===== src/rtl/cmd_bus_arbiter.sv =====
// cmd_bus_arbiter
// Shares the internal command bus between NREQ requesters. Requester 0 (the
// command scheduler) has strict priority, bounded by MAX_CONSEC consecutive
// grants while others wait; requesters 1..NREQ-1 are served round-robin.
// Each grant becomes one registered bus transaction held for HOLD_CYCLES,
// followed by a single-cycle one-hot acknowledge.
module cmd_bus_arbiter #(
    parameter int NREQ        = 3,
    parameter int HOLD_CYCLES = 2,
    parameter int MAX_CONSEC  = 4
) (
    input  logic                    clk,
    input  logic                    rst,
    input  logic [NREQ-1:0]         req,
    input  logic [NREQ-1:0]         req_wr,
    input  logic [NREQ-1:0]         req_rd,
    input  logic [16*NREQ-1:0]      req_addr,
    input  logic [32*NREQ-1:0]      req_data,
    output logic [NREQ-1:0]         ack,
    output logic [31:0]             ack_rdata,
    output logic                    busy,
    output logic [$clog2(NREQ)-1:0] grant_id,
    output logic [15:0]             cmd_bus_addr,
    output logic [31:0]             cmd_bus_data,
    output logic                    cmd_bus_en,
    output logic                    cmd_bus_rd,
    output logic                    cmd_bus_wr,
    input  logic [31:0]             cmd_bus_rdata
);

    localparam int ID_W  = $clog2(NREQ);
    localparam int CNT_W = (HOLD_CYCLES > 1) ? $clog2(HOLD_CYCLES) : 1;
    localparam int CON_W = (MAX_CONSEC > 0) ? $clog2(MAX_CONSEC + 1) : 1;

    localparam logic [1:0] S_IDLE  = 2'd0;
    localparam logic [1:0] S_DRIVE = 2'd1;
    localparam logic [1:0] S_ACK   = 2'd2;

    logic [1:0]       state;
    logic [CNT_W-1:0] hold_cnt;
    logic [ID_W-1:0]  rr_ptr;
    logic [CON_W-1:0] consec;

    logic             any_req;
    logic             others;
    logic             pick0;
    logic             rr_hit;
    logic [ID_W-1:0]  rr_win;
    logic [ID_W-1:0]  win_id;
    logic [15:0]      win_addr;
    logic [31:0]      win_data;
    logic             win_rd;
    logic             win_wr;

    // Pick the winner: requester 0 unless its fairness budget is spent,
    // otherwise the next requester above rr_ptr, wrapping over 1..NREQ-1.
    always_comb begin
        int cand;
        // NOTE: every combinational output gets a default before any branch,
        // so no path leaves it unassigned and no latch is inferred.
        any_req = |req;
        others  = |req[NREQ-1:1];
        pick0   = req[0] && !(others && (consec == CON_W'(MAX_CONSEC)));
        rr_hit  = 1'b0;
        rr_win  = '0;
        cand    = 0;
        for (int off = 1; off < NREQ; off++) begin
            cand = int'(rr_ptr) + off;
            if (cand >= NREQ) begin
                cand = cand - (NREQ - 1);
            end
            if (!rr_hit && req[ID_W'(cand)]) begin
                rr_hit = 1'b1;
                rr_win = ID_W'(cand);
            end
        end
        win_id = pick0 ? '0 : rr_win;
    end

    // Select the winning requester's command fields from the flattened buses.
    always_comb begin
        win_addr = '0;
        win_data = '0;
        win_rd   = 1'b0;
        win_wr   = 1'b0;
        for (int i = 0; i < NREQ; i++) begin
            if (win_id == ID_W'(i)) begin
                win_addr = req_addr[16*i +: 16];
                win_data = req_data[32*i +: 32];
                win_rd   = req_rd[i];
                win_wr   = req_wr[i];
            end
        end
    end

    // Transaction sequencer: grant in IDLE, hold the bus in DRIVE, pulse ack.
    always_ff @(posedge clk or negedge rst) begin
        if (!rst) begin
            // NOTE: every register, including the bus address/data, is reset
            // so an aborted transaction leaves nothing driven and no ack.
            state        <= S_IDLE;
            hold_cnt     <= '0;
            rr_ptr       <= ID_W'(NREQ - 1);
            consec       <= '0;
            grant_id     <= '0;
            busy         <= 1'b0;
            ack          <= '0;
            ack_rdata    <= '0;
            cmd_bus_addr <= '0;
            cmd_bus_data <= '0;
            cmd_bus_en   <= 1'b0;
            cmd_bus_rd   <= 1'b0;
            cmd_bus_wr   <= 1'b0;
        end else begin
            // NOTE: non-blocking assignments throughout, so every register
            // updates from pre-edge values regardless of statement order.
            case (state)
                S_IDLE: begin
                    if (any_req) begin
                        state        <= S_DRIVE;
                        hold_cnt     <= CNT_W'(HOLD_CYCLES - 1);
                        grant_id     <= win_id;
                        busy         <= 1'b1;
                        cmd_bus_addr <= win_addr;
                        cmd_bus_data <= win_data;
                        cmd_bus_en   <= 1'b1;
                        cmd_bus_wr   <= win_wr;
                        cmd_bus_rd   <= win_rd & ~win_wr;
                        if (pick0) begin
                            if (!others) begin
                                consec <= '0;
                            end else if (consec != CON_W'(MAX_CONSEC)) begin
                                consec <= consec + 1'b1;
                            end
                        end else begin
                            rr_ptr <= rr_win;
                            consec <= '0;
                        end
                    end
                end
                S_DRIVE: begin
                    if (hold_cnt == '0) begin
                        state      <= S_ACK;
                        cmd_bus_en <= 1'b0;
                        cmd_bus_rd <= 1'b0;
                        cmd_bus_wr <= 1'b0;
                        ack_rdata  <= cmd_bus_rdata;
                        ack        <= NREQ'(1) << grant_id;
                    end else begin
                        hold_cnt <= hold_cnt - 1'b1;
                    end
                end
                S_ACK: begin
                    state        <= S_IDLE;
                    ack          <= '0;
                    busy         <= 1'b0;
                    cmd_bus_addr <= '0;
                    cmd_bus_data <= '0;
                end
                default: begin
                    state <= S_IDLE;
                end
            endcase
        end
    end

endmodule


===== config.mk =====
export PLATFORM = sky130hd
export DESIGN_NAME = cmd_bus_arbiter
export DESIGN_NICKNAME = d
export VERILOG_FILES = /design/src/rtl/cmd_bus_arbiter.sv
export SDC_FILE = /design/constraint.sdc
export NUM_CORES = 1
export LEC_CHECK = 0
export ABC_CLOCK_PERIOD_IN_PS = 3100
export CORE_AREA = 2 2 108 110
export DETAILED_ROUTE_END_ITERATION = 8
export DIE_AREA = 0 0 110 112
export DONT_BUFFER_PORTS = 1
export PLACE_DENSITY_LB_ADDON = 0.05
export SLEW_MARGIN = 20
export SYNTH_ARGS = -nofsm -noshare
export SYNTH_HDL_FRONTEND = slang
export SYNTH_SLANG_ARGS = --single-unit

===== constraint.sdc =====
create_clock -name clk -period 3.1 [get_ports clk]
set_clock_uncertainty 0.1 [all_clocks]
set_input_delay 0.31 -clock clk [delete_from_list [all_inputs] [get_ports clk]]
set_output_delay 0.31 -clock clk [all_outputs]
set_load 0.05 [all_outputs]

---- After elaboration in Yosys (flattened, before gate mapping) ----
Index checks and enable logic that the tools add are counted.
storage, ports and cells
  register bits after elaboration ......... 97
  latch bits .............................. 0
  memory bits (writable) .................. 0
  bits in read-only memories .............. 0
  bits of input ports ..................... 187
  output and inout bits ................... 89
  word-level logic and storage cells ...... 104
  memories kept ........................... 0
operators by class
  $add $sub $neg .......................... 6
  $mul .................................... 0
  div/mod/pow operators ................... 0
  magnitude comparators ................... 4
  equal/unequal tests ..................... 9
  shift operators ......................... 1
  muxes and demuxes ....................... 46
  bitwise gates (word level) .............. 4
  reduce and logical (&&, ||, !) cells .... 21
operators by type and width
  operator                                             count
  two-way mux 32 bit                                   4
  two-way mux 16 bit                                   4
  one-hot mux 32 bit (2 select lines)                  1
  one-hot mux 16 bit (2 select lines)                  1
  two-way mux 1 bit                                    16
  two-way mux 2 bit                                    7
  two-way mux 3 bit                                    4
  AND reduction 2 bit                                  6
  one-hot mux 1 bit (2 select lines)                   5
  AND reduction 3 bit                                  3
  < comparator 2 x 4 -> 1 bit, second input constant   2
  >= comparator 3 x 2 -> 1 bit, second input constant  2
  one-hot mux 3 bit (2 select lines)                   1
  nonzero test 2 bit                                   3
  binary-select mux 1 bit (select 2 bit)               2
  equality test 2 x 1 -> 1 bit, second input constant  2
  equality test 2 bit, second input constant           2
  zero test 2 bit                                      2
  inequality test 2 bit, second input constant         2
  one-hot mux 2 bit (2 select lines)                   1
  subtractor 2 bit, second input constant              2
  adder 2 x 1 -> 3 bit, second input constant          1
  adder 2 x 2 -> 3 bit, second input constant          1
  adder 3 x 1 -> 3 bit, second input constant          1
  other kinds (11)                                     16

---- Depth between registers and ports, before layout ----
Gate-level depths: netlist of the first run.
  word-level depth ........................ 19
  mapped depth ............................ 8
  mapped depth without buffers ............ 6

---- Least setup slack after synthesis of the first run ----
Ideal clock, no wire load.
  kind .................................... reg-to-reg
  from .................................... reg consec[0]
  to ...................................... reg cmd_bus_rd
  library setup time ...................... 0.126 ns
  arrival time ............................ 1.675 ns
  slack ................................... 1.198 ns
  stages on the path, launching flop included .. 8
  buffers on the path ..................... 1
  period minus slack after synthesis ...... 1.902 ns
  path through ............................ dfrtp_1 -> inv_1 -> ha_1 -> nand2_1 -> a211o_1 -> buf_6 -> mux2_4 -> a311o_1
between the ends
  word-level cells in the longest chain between the ends .. 13
RTL lines
  element                               RTL line  RTL
  start: declaration                    42        logic [CON_W-1:0] consec;
  start signal: assignment              133       consec <= consec + 1'b1;
  equality test 3 bit *                 63        pick0 = req[0] && !(others && (consec == CON_W'(MAX_CONSEC)));
  logical AND 1 bit *                   63
  zero test 1 bit *                     63
  logical AND 1 bit *                   63
  two-way mux 2 bit *                   77        win_id = pick0 ? '0 : rr_win;
  zero test 2 bit                       87        if (win_id == ID_W'(i)) begin
  two-way mux 1 bit (3 in a row)        87
  NOT 1 bit                             128       cmd_bus_rd <= win_rd & ~win_wr;
  bitwise AND 1 bit *                   128
  two-way mux 1 bit *                   119       if (any_req) begin
  one-hot mux 1 bit (2 select lines) *  117       case (state)
  end signal: assignment                128
  end: declaration                      26        output logic cmd_bus_rd,
Mark *: on every way between the ends. The rest lies on a longest branch, timed or not. The select of a mux whose other input is x is not followed.
A chain may end at the register's enable or synchronous reset.

---- Worst setup path in the final report of the first run ----
  from .................................... reg consec[0]
  to ...................................... reg cmd_bus_data[25]
between the ends
  word-level cells in the longest chain between the ends .. 11
RTL lines
  element                                RTL line  RTL
  equality test 3 bit *                  63
  logical AND 1 bit *                    63
  zero test 1 bit *                      63
  logical AND 1 bit *                    63
  two-way mux 2 bit *                    77
  zero test 2 bit                        87
  two-way mux 32 bit (2 in a row)        87
  two-way mux 32 bit *                   87
  two-way mux 32 bit *                   119
  one-hot mux 32 bit (2 select lines) *  117
  end signal: assignment                 125       cmd_bus_data <= win_data;
  end: declaration                       24        output logic [31:0] cmd_bus_data,
Marked as above.

==> results of run 1 <==
[timing repair]
item                                    in CTS  in global routing
hold buffers                                 7                  1
endpoints found under the setup margin       0                  0
hold endpoints to repair                   102                  1
buffers inserted                             0                  0
[Yosys cell counts]
| library cell | instances |
|---|---|
| a2111oi_0 | 1 |
| o21ai_0 | 28 |
| nor2b_1 | 2 |
| a2bb2oi_1 | 1 |
| nor2_1 | 2 |
| a211o_1 | 1 |
| clkbuf_1 | 5 |
| inv_1 | 13 |
| nand4_1 | 1 |
| buf_4 | 8 |
| mux2_2 | 33 |
| a21oi_1 | 2 |
| mux2_4 | 1 |
| o211ai_1 | 1 |
| or3_1 | 2 |
| dfrtp_1 | 96 |
| ha_1 | 2 |
| a22o_1 | 2 |
| and2_1 | 1 |
| a311o_1 | 1 |
| dfstp_2 | 1 |
| and3_1 | 1 |
| or2_1 | 1 |
| o21ai_1 | 28 |
| a22oi_1 | 49 |
| a211oi_1 | 2 |
| and4_1 | 1 |
| nand3_1 | 3 |
| buf_6 | 1 |
| nor4_2 | 1 |
| nor3_1 | 4 |
| a21boi_1 | 1 |
| mux2i_1 | 47 |
| nand2_1 | 15 |
| o22ai_1 | 2 |
| buf_2 | 11 |
| o31ai_1 | 1 |
| o21a_1 | 1 |
| a21o_1 | 1 |
[area by class of cell]
| type | instances | area share |
|---|---|---|
| repair buffers | 15 | 0.0350 |
| inverters | 13 | 0.00974 |
| multi-input cells | 239 | 0.370 |
| well taps | 143 | 0.0357 |
| clock buffers | 11 | 0.0485 |
| flip-flops and latches | 97 | 0.485 |
| clock inverters | 5 | 0.0157 |
[cells in the final DEF (no fill, tap or decap), types with 4 or more instances in the layout]
master,instances
o21ai_1,27
clkbuf_16,9
dlygate4sd3_1,7
buf_4,5
nor3_1,4
o21ai_0,28
inv_1,13
nand2_1,15
dfrtp_1,96
mux2_2,33
mux2i_1,47
a22oi_1,49
[power breakdown]
group	switching, mW	internal [mW]	leakage [nW]
Clock	0.470	0.728	0.159
Sequential	2.41	1.84	1.19
Combinational	0.847	0.767	0.972
[flip-flops by register name, summed over array words and instances (netlist names)]
name and cells:
cmd_bus_wr 1, ack 3, rr_ptr 2, grant_id 2, cmd_bus_en 1, cmd_bus_addr 16, state 2, hold_cnt 1
cmd_bus_rd 1, cmd_bus_data 32, ack_rdata 32, consec 3, busy 1
[worst register-to-register path, cell delays in order, from the launching register on]
cell and delay, ps:
dfrtp_1 360, inv_1 60, ha_1 210, nand2_1 120, a211o_2 530, buf_12 330
mux2i_1 350, o21ai_0 110
[kinds of logic after synthesis]
kind of cell / after synthesis
compound gates: 122
flops: 97
mux: 81
buf+inv: 38
simple gates: 34
fa+ha+maj: 2
[through the flow]
step,power (mW),std cells
floorplan,5.43,374
global placement,5.87,499
detailed placement,5.91,499
CTS,7.15,522
global route,7.43,523
finish,7.06,523
[layer usage]
metal	GRT usage	vias up	share of wire
met2	0.321	160	0.52
met5	0	-	0
met4	0.0743	0	0.016
li1	-	1384	-
met3	0.0562	13	0.085
met1	0.233	1513	0.38
[final timing paths]
| path | startpoint | cells after the start | end |
|---|---|---|---|
| max | consec[0] | 7 | cmd_bus_data[25] |
| min | req_data[87] | 2 | cmd_bus_data[23] |
| max reg2reg | consec[0] | 7 | cmd_bus_data[25] |
| min reg2reg | rr_ptr[1] | 2 | rr_ptr[1] |
| max in group asynchronous | rst | 2 | consec[0] |
| min in group asynchronous | rst | 2 | ack_rdata[26] |
==> summary.txt, run 1 <==
Status
  • Status: finished, final reports clean

Global routing
  • Grt ovf: 0
  • Largest net degree at the start of global routing: slightly below 100
  • First-pass GRT wire length: 17.8 mm
  • GRT Overall Usage: 0.193
  • Number of global-route vias before repair: about 3000
  • Number of antenna violations at the first check in global routing: 0

Routing
  • Post-route ant nets: 0
  • Drt wl/cell: around 23 um
  • DR iter-0 viols: ~140
  • First-pass DRT Iterations: 4
  • Vias per inst: 5.87
  • Final wirelength: approximately 12 mm
  • Residual DRC: 0
  • Vias: roughly 3100

Synthesis
  • Top cells by area, synth: dfrtp_1, mux2i_1, mux2_2
  • Adder-Cell Fraction of Synth Area: 0.00562
  • Main combinational cell family by area after synthesis: multiplexers
  • Synth top area share: 0.540
  • Yosys reg bits: 97
  • Xor-xnor portion of the synthesized cell area: 0
  • Post-synthesis mux area share: 0.193
  • Synthesized net count: around 560
  • Synth Area in Compound Gates: 0.175
  • Biggest area consumer among synthesized cells: dfrtp_1
  • Synth unique cells: 39
  • Average cell area after synthesis: between 10 and 15 um^2
  • Post-synthesis simple-gate area fraction: 0.0382
  • Ys Warns: 0
  • Instance count of the mapped netlist: between 300 and 400
  • Synthesized area: 0.00445 mm^2
  • Register area share after synthesis: 0.546

Floorplan
  • Die height: ~110 um
  • I/O pins: between 200 and 300
  • Site row count: 39
  • Die Wd: about 110 um
  • Die area: approximately 0.012 mm^2
  • Core ar.: between 0.01 and 0.015 mm^2
  • Initial Util: 0.398

Critical path
  • CP Max Fanout: 35
  • Register-to-register setup slack: 810 ps
  • CP max stage cell: a211o_2
  • Crit path buf inv count: 2
  • Startpoint type of the worst setup path: register
  • Cells along the critical path: inv_1 -> ha_1 -> nand2_1 -> a211o_2 -> buf_12 -> mux2i_1 -> o21ai_0
  • Crit path largest cell delay: approximately 530 ps
  • CP Class: register to register
  • Crit path DAT: roughly 2400 ps
  • Critical Path RT: 3220 ps
  • Critical Path Sink Type: register
  • Cell family with most CP delay: compound AO/OA/AOI/OAI gates

Placement
  • GPL Wtd Cong: 0.816
  • Dpl ws: 827 ps
  • PortBufs: 0
  • DP HPWL: 8.78 mm
  • Placed Area: 0.00459 mm^2

STA
  • Pins Over Slew Limit: 0
  • Fmax: between 400 and 500 MHz
  • Post-route minimum period: about 2300 ps
  • TNS Setup: 0 ps
  • Relative slew slack: 0.542
  • Setup violators final: 0
  • Final period util: 0.738
  • Worst-Margin Slew: about 680 ps
  • RSZ-0062 raised after global routing: false
  • Hold slack: between 10 and 15 ps
  • Final hold viol count: 0
  • Setup ws final: a little over 800 ps

Finish
  • Antenna diode instance count: 0
  • Share of cells above drive strength 1: 0.163
  • Sequential cell area: between 0.002 and 0.0025 mm^2
  • Final layout net count: ~560
  • Area of the multi-input gates: approximately 0.0019 mm^2
  • Util after Layout: 0.448
  • Fillers: 1063
  • Final instance area: 0.00501 mm^2
  • Layout area overhead: 12.5%

Clock tree
  • Clock latency on the worst-skew pair: approximately 340 ps
  • H-tree Lvls: 3
  • Clk sink count: 97
  • CTS tree: done
  • CTS max path bufs: 2
  • Post-CTS sizing: 0
  • CTS Buf Count: 9
  • Clock root buffer: clkbuf_16
  • Worst-path clk slew: 60 ps

Power
  • Maximum ir drop on the vdd rail: ~580 uV
  • Leak pwr: ~2.3 nW
  • Pwr Density: roughly 1400 mW/mm^2

Hold path
  • Hold WC Path Type: input port to register

Job
  • Max Cap Viol: 0
Power figures use the tool's default switching activity.
==> run 2, diff against run 1 <==
ABC_CLOCK_PERIOD_IN_PS = 2310   (was 3100)
clock period = 2.31 ns   (was 3.1 ns; I/O delays follow)
==> run 2 against run 1 <==
- the run now fails in clock tree synthesis
- synthesized cell count did not move
- area after synthesis did not move
==> summary.txt, run 2 <==
Status
  • Status: aborted with a tool error
  • Exit stage: clock tree synthesis
  • First Err: [ERROR RSZ-0060] Max buffer count reached.

Synthesis
  • Most frequent cell after synthesis: dfrtp_1
  • Ys Warns: 0
  • Number of synthesized flops with an enable pin: 0
  • Synthesized net count: 563
  • Post-synth top cells: dfrtp_1, a22oi_1, mux2i_1
  • Top cells by area, synth: dfrtp_1, mux2i_1, mux2_2
  • Yosys reg bits: a little under 100
  • Async set-reset flop share out of synthesis: 1.00
  • Average cell area after synthesis: between 10 and 15 um^2
  • Synthesized area: roughly 0.0045 mm^2
  • Synth unique cells: 39
  • Register area share after synthesis: 0.546
  • Instance count of the mapped netlist: 374
  • Synth top area share: 0.540
  • Prevailing post-synth register cell: dfrtp_1
  • Biggest area consumer among synthesized cells: dfrtp_1

Placement
  • DP HPWL: around 9 mm
  • Dpl ws: between 200 and 300 ps
  • GPL Wtd Cong: roughly 0.84
  • PortBufs: 0

Clock tree
  • Hold buffer count at cts: 104
  • CTS Buf Count: 9
  • Post-CTS sizing: 0
  • H-tree Lvls: 3
  • Post-CTS Setup Inserts: 0
  • Clock root buffer: clkbuf_16
  • Clk sink count: slightly below 100
  • CTS max path bufs: 2

Floorplan
  • Die height: ~110 um
  • Die Wd: around 110 um
  • Initial Util: 0.398
  • Site row count: 39
  • I/O pins: 276
-- run 2: logic make-up after synthesis --
logic type,after synthesis,synth area share
and+or+nand+nor,34,0.0382
buffers and inverters,38,0.0436
AOI/OAI and AO/OA,122,0.175
DFF,97,0.546
adders and majority gates,2,0.00562
muxes,81,0.193
-- run 2: stage by stage --
step | util | instances | cell area [um^2]
after floorplan | - | 374 | 4450
after global placement | 0.412 | 502 | 4600
after detailed placement | 0.412 | 502 | 4600
==> run 3, diff against run 2 <==
CORE_AREA = unset   (was 2 2 108 110)
CORE_MARGIN = 1.5   (was unset)
CORE_UTILIZATION = 40   (was unset)
DIE_AREA = unset   (was 0 0 110 112)
PLACE_DENSITY_LB_ADDON = 0.15   (was 0.05)
==> run 3 against run 2 <==
- the flow again stops in clock tree synthesis
- synthesized cell count unchanged
- area after synthesis unchanged
==> summary.txt, run 3 <==
Synthesis
  • Synthesized area: 0.00445 mm^2
  • Prevailing post-synth register cell: dfrtp_1
  • Ys Warns: 0
  • Instance count of the mapped netlist: around 370
  • Yosys reg bits: just under 100
  • Main combinational cell family by area after synthesis: multiplexers
  • Synthesized net count: roughly 560
  • Average cell area after synthesis: between 10 and 15 um^2
  • Post-synthesis simple-gate area fraction: 0.0382
  • Adder-Cell Fraction of Synth Area: 0.00562
  • Post-synth top cells: dfrtp_1, a22oi_1, mux2i_1
  • Synth top area share: 0.540
  • Post-synthesis mux area share: 0.193
  • Async set-reset flop share out of synthesis: 1.00
  • Most frequent cell after synthesis: dfrtp_1
  • Synth unique cells: 39
  • Number of synthesized flops with an enable pin: 0
  • Register area share after synthesis: 0.546
  • Biggest area consumer among synthesized cells: dfrtp_1
  • Synth Area in Compound Gates: 0.175
  • Xor-xnor portion of the synthesized cell area: 0
  • Top cells by area, synth: dfrtp_1, mux2i_1, mux2_2

Placement
  • GPL Wtd Cong: 0.794
  • DP HPWL: just over 8 mm
  • PortBufs: 0
  • Dpl ws: 264 ps

Floorplan
  • Site row count: 38
  • Initial Util: 0.411
  • Die Wd: around 110 um
  • Die height: roughly 110 um
  • I/O pins: around 280

Clock tree
  • Hold buffer count at cts: ~100
  • Post-CTS Setup Inserts: 0
  • Post-CTS sizing: 0
  • Clk sink count: 97
  • Clock root buffer: clkbuf_8
  • H-tree Lvls: 3
  • CTS max path bufs: 2
  • CTS Buf Count: 9

Status
  • Status: aborted with a tool error
  • First Err: [ERROR RSZ-0060] Max buffer count reached.
  • Exit stage: clock tree synthesis
## run 3: logic make-up after synthesis
kind of cell | after synthesis
and+or+nand+nor | 34
buffers and inverters | 38
AOI/OAI and AO/OA | 122
adders and majority gates | 2
muxes | 81
DFF | 97
## run 3: through the flow
| step | instance area [um^2] | cells |
|---|---|---|
| floorplan | 4450 | 374 |
| global placement | 4600 | 500 |
| detailed placement | 4600 | 500 |
